**src/rtl/vector_pkg.sv**
```systemverilog
// Shared types and constants for the vector/missile line-drawing blocks.
package vector_pkg;

  typedef enum logic [1:0] {
    IDLE = 2'd0,
    LOAD = 2'd1,
    DRAW = 2'd2,
    DONE = 2'd3
  } bren_state_t;

  // Default pixel-step divider, also used by the missile controller.
  localparam int BREN_STEP_DIV = 4;

endpackage

```
**src/rtl/bren_tick.sv**
```systemverilog
// Step-rate divider: one-cycle tick every STEP_DIV enabled cycles, clearable.
module bren_tick #(
  parameter int STEP_DIV = 4
) (
  input  logic clk,
  input  logic rst,
  input  logic clr,
  input  logic en,
  output logic tick
);

  localparam int CW = $clog2(STEP_DIV + 1);
  localparam logic [CW-1:0] LAST = CW'(STEP_DIV - 1);

  logic [CW-1:0] cnt;

  assign tick = en && (cnt == LAST);

  always_ff @(posedge clk) begin
    if (rst || clr)
      cnt <= '0;
    else if (en)
      cnt <= tick ? '0 : cnt + 1'b1;
  end

endmodule

```
**src/rtl/bren_line.sv**
```systemverilog
// Bresenham line engine: walks (xflying,yflying) from a latched origin to a
// latched end point, one pixel per STEP_DIV cycles, while bren_go is held.
module bren_line
  import vector_pkg::*;
#(
  parameter int OUT_WIDTH = 8,
  parameter int STEP_DIV  = BREN_STEP_DIV
) (
  input  logic                 clk,
  input  logic                 rst,
  input  logic                 bren_go,
  input  logic [OUT_WIDTH-1:0] xorigin,
  input  logic [OUT_WIDTH-1:0] yorigin,
  input  logic [OUT_WIDTH-1:0] xflying_end,
  input  logic [OUT_WIDTH-1:0] yflying_end,
  output logic [OUT_WIDTH-1:0] xflying,
  output logic [OUT_WIDTH-1:0] yflying,
  output logic                 valid_drawing,
  output logic                 bren_done
);

  localparam int W = OUT_WIDTH;

  bren_state_t state;

  logic [W-1:0]        x0, y0, x1, y1;
  logic signed [W:0]   dx, dy;
  logic signed [W+1:0] err;
  logic                sx_neg, sy_neg;

  logic [W-1:0]        adx, ady;
  logic signed [W:0]   dx_l, dy_l;
  logic signed [W+1:0] err_l, dx_w, dy_w, e2, inc_x, inc_y, err_nxt;
  logic                step_x, step_y, at_end, tick;

  bren_tick #(.STEP_DIV(STEP_DIV)) u_tick (
    .clk  (clk),
    .rst  (rst),
    .clr  (state != DRAW),
    .en   (state == DRAW),
    .tick (tick)
  );

  always_comb begin
    // Setup terms from the latched endpoints, consumed in LOAD.
    adx     = (x1 >= x0) ? x1 - x0 : x0 - x1;
    ady     = (y1 >= y0) ? y1 - y0 : y0 - y1;
    dx_l    = $signed({1'b0, adx});
    dy_l    = -$signed({1'b0, ady});
    err_l   = dx_l + dy_l;
    // Step decision; both axis updates share the same e2.
    dx_w    = dx;
    dy_w    = dy;
    e2      = err <<< 1;
    step_x  = (e2 >= dy_w);
    step_y  = (e2 <= dx_w);
    inc_x   = step_x ? dy_w : '0;
    inc_y   = step_y ? dx_w : '0;
    err_nxt = err + inc_x + inc_y;
    at_end  = (xflying == x1) && (yflying == y1);
  end

  always_ff @(posedge clk) begin
    if (rst) begin
      state         <= IDLE;
      xflying       <= '0;
      yflying       <= '0;
      valid_drawing <= 1'b0;
      bren_done     <= 1'b0;
    end else if (state != IDLE && !bren_go) begin
      // Abort: position holds its last value, flags drop.
      state         <= IDLE;
      valid_drawing <= 1'b0;
      bren_done     <= 1'b0;
    end else begin
      case (state)
        IDLE: begin
          if (bren_go) begin
            x0    <= xorigin;
            y0    <= yorigin;
            x1    <= xflying_end;
            y1    <= yflying_end;
            state <= LOAD;
          end
        end
        LOAD: begin
          dx            <= dx_l;
          dy            <= dy_l;
          err           <= err_l;
          sx_neg        <= (x1 < x0);
          sy_neg        <= (y1 < y0);
          xflying       <= x0;
          yflying       <= y0;
          valid_drawing <= 1'b1;
          state         <= DRAW;
        end
        DRAW: begin
          if (tick) begin
            if (at_end) begin
              bren_done <= 1'b1;
              state     <= DONE;
            end else begin
              err <= err_nxt;
              if (step_x) xflying <= sx_neg ? xflying - 1'b1 : xflying + 1'b1;
              if (step_y) yflying <= sy_neg ? yflying - 1'b1 : yflying + 1'b1;
            end
          end
        end
        default: ;
      endcase
    end
  end

endmodule

```
**config.mk**
```make
export PLATFORM = sky130hd
export DESIGN_NAME = bren_line
export DESIGN_NICKNAME = d
export VERILOG_FILES = /design/src/rtl/vector_pkg.sv /design/src/rtl/bren_tick.sv /design/src/rtl/bren_line.sv
export SDC_FILE = /design/constraint.sdc
export NUM_CORES = 1
export LEC_CHECK = 0
export ABC_AREA = 1
export CAP_MARGIN = 20
export CORE_ASPECT_RATIO = 0.5
export CORE_MARGIN = 2
export CORE_UTILIZATION = 45
export CTS_CLUSTER_SIZE = 20
export DETAILED_ROUTE_END_ITERATION = 8
export GPL_TIMING_DRIVEN = 0
export PLACE_DENSITY_LB_ADDON = 0.12
export SETUP_SLACK_MARGIN = 0.5
export SLEW_MARGIN = 20
export SYNTH_ARGS = -nofsm -noshare
export SYNTH_HDL_FRONTEND = slang
export SYNTH_SLANG_ARGS = --single-unit
```
**constraint.sdc**
```tcl
create_clock -name clk -period 8.3 [get_ports clk]
set_input_delay 2.49 -clock clk [delete_from_list [all_inputs] [get_ports clk]]
set_output_delay 2.49 -clock clk [all_outputs]
set_load 0.05 [all_outputs]
```
==> summary.txt <==
Setup Buffers After CTS - 0
Cell Area, Synth - 7000 um^2
DRC violations left - 0
Final Skew - 0.00884 ns
Root buffer cell - clkbuf_16
PD cells - 344 nW/um^2
Vias/cell - 4.93
Row Count - 32
WL/cell - 14.3 um
R2R Path Start - dy[8]
Fin crit period - 4.48 ns
Clock sink total - 83
Crit path launch - rst
# fillers - 1457
Seq/Total Area, Yosys - 32.3%
Hold Crit Start - u_tick.cnt[0]
Critical path peak fanout - 10
Status - complete, no violations
Initial Util - 45.8%
Clock slew at reported path FFs - 0.06 ns
Gr ovfl total - 0
Cts hold-fix bufs - 0
Hold Crit Class - reg -> reg
Synth Area per Inst - 7.62 um^2
Diode count - 0
Post_cts resized - 0
Vias in the first global route - 5610
Via count - 5881
First-pass GRT wire length - 27900 um
Clock tree buffer depth - 2
Initial antenna violation count - 0
Measured slew at the worst slew-check pin - 0.635 ns
Synth warn - 0
# nets final - 1114
Core area - 15300 um^2
HPWL Detailed - 14000 um
Synth Register Bits - 83
Setup_tns - 0 ns
Slew Limit Fails - 0
Startpoint Class - input pin
Final wirelength - 17100 um
ANT nets after route - 0
Slew headroom - 57.5%
Register Area - 2260 um^2
Die Area - 16600 um^2
Unrepaired setup endpoints after global routing - no
I/O Buffers - 52
Setup Crit Path Kind - in -> reg
Critical path arrival - 4.48 ns
Total power - 2790 uW
Syn nets - 1049
Fmax - 223 MHz
CTS tree - done
Nature of the critical path endpoint - flop
DR iter-0 viols - 463
Multi-input logic area - 4020 um^2
Worst Path Required - 8.29 ns
Total CTS buffers - 9
Skew-Pair Late Insertion Delay - 0.34 ns
Setup violations, final - 0
Die width - 180 um
Largest net degree at the start of global routing - 18
Number of H-tree levels - 3
Tot GR Track Use - 21.3%
Leakage power - 0.00397 uW
Area added between synthesis and finish - 15.9%
Share of cells above drive strength 1 - 5.66%
Tcrit/Tclk final - 54.0%
GPL Wtd Cong - 0.892
Max cap viols - 0
Die Y - 92.2 um
Max rail drop VDD - 0.230 mV
DR pass1 iterations - 5
Cell count after synthesis - 919
Yosys cell types - 43
I/O pins - 53
Hold Vio Cnt, Final - 0
-- where the power goes --
part | leakage [uW] | total (uW) | internal [uW] | switching [uW]
sequential | 0.000738 | 690 | 586 | 104
combinational | 0.00310 | 1700 | 631 | 1070
clock | 0.000133 | 399 | 232 | 167
-- routing by layer --
metal	global-route usage (%)	routed length, um	vias up
li1	-	-	3086
met1	31.2	8750	2632
met2	32.6	7080	145
met3	4.01	1040	18
met4	4.70	219	0
met5	0	0	-
-- cell type report --
| type | instances | share of cell area, % |
|---|---|---|
| flip-flops and latches | 83 | 27.9 |
| clock buffers | 11 | 2.87 |
| well taps | 204 | 3.15 |
| multi-input cells | 648 | 49.6 |
| plain buffers | 10 | 0.694 |
| repair buffers | 54 | 6.89 |
| inverters | 178 | 8.27 |
| clock inverters | 5 | 0.663 |
-- flip-flops by register name, indices dropped and copies added, names as in the netlist --
name / cells
err: 9
dx: 8
xflying: 8
dy: 9
sy_neg: 1
state: 2
x1: 8
sx_neg: 1
u_tick.cnt: 3
valid_drawing: 1
bren_done: 1
yflying: 8
x0: 8
y1: 8
y0: 8
-- cell usage after synthesis (all sizes together) --
master  instances  area, um^2
a31oi           5        31.3
fa             16         320
nor3b           1        7.51
o31ai           1        7.51
o211ai          4        35.0
o21ai          53         265
ha             79         988
a21oi          49         260
inv           178         671
xor2           16         140
nor2           92         370
nand3          39         223
a21o            4        30.0
o21a            3        22.5
o21bai          2        15.0
or2             2        12.5
a211oi          1        7.51
clkbuf          5        18.8
mux2            3        33.8
buf             5        37.5
o221ai          2        17.5
nand2         234         918
o22ai           5        31.3
xnor2          15         131
edfxtp         60        1800
nand4          15        93.8
nor3            7        51.3
dfxtp          23         460
-- placed cells by master (no fill, tap or decap), drive strengths merged, types with 3 or more instances in the layout --
cell type,synthesis,layout
fa,16,16
ha,79,79
clkbuf,5,16
o21a,3,3
nand2,234,234
inv,178,178
edfxtp,60,60
mux2,3,3
o211ai,4,4
buf,5,7
o21ai,53,53
dfxtp,23,23
xor2,16,16
nand4,15,15
nand3,39,39
a21oi,49,49
clkdlybuf4s50,0,52
nor3,7,7
xnor2,15,15
a21o,4,4
o22ai,5,5
nor2,92,92
a31oi,5,5
-- worst max-delay path: stages --
cell and delay [ns]:
clkdlybuf4s50_1 0.56, inv_1 0.27, clkbuf_1 0.46, nand4_1 0.31, inv_1 0.39
-- logic make-up (layout without fill, tap and decap cells) --
| family | Yosys count | in the layout | synth area share [%] |
|---|---|---|---|
| buf+inv | 188 | 258 | 10.4 |
| flops | 83 | 83 | 32.3 |
| fa+ha+maj | 95 | 95 | 18.7 |
| xor+xnor | 31 | 31 | 3.88 |
| compound gates | 129 | 129 | 10.3 |
| mux | 3 | 3 | 0.482 |
| simple gates | 390 | 390 | 23.9 |
-- final timing paths --
check                  end  slack, ns  cells after the start
min reg2reg  u_tick.cnt[0]       0.44                      1
max reg2reg         err[7]       4.24                     21
min          u_tick.cnt[0]       0.44                      1
max                 err[1]       3.82                      5
-- per-stage QoR --
stage | area [um^2] | utilization [%] | hold slack, ns | cells | setup slack [ns]
after floorplan | 7000 | - | 0.405 | 919 | 3.98
after global placement | 7780 | 50.9 | 0.418 | 1175 | 2.59
after detailed placement | 7830 | 51.2 | 0.426 | 1177 | 3.45
after CTS | 8110 | 53.1 | 0.434 | 1193 | 3.80
after global routing | 8110 | 53.1 | 0.438 | 1193 | 3.67
final | 8110 | 53.1 | 0.436 | 1193 | 3.82
No activity file was read; power rests on OpenSTA's default activity.
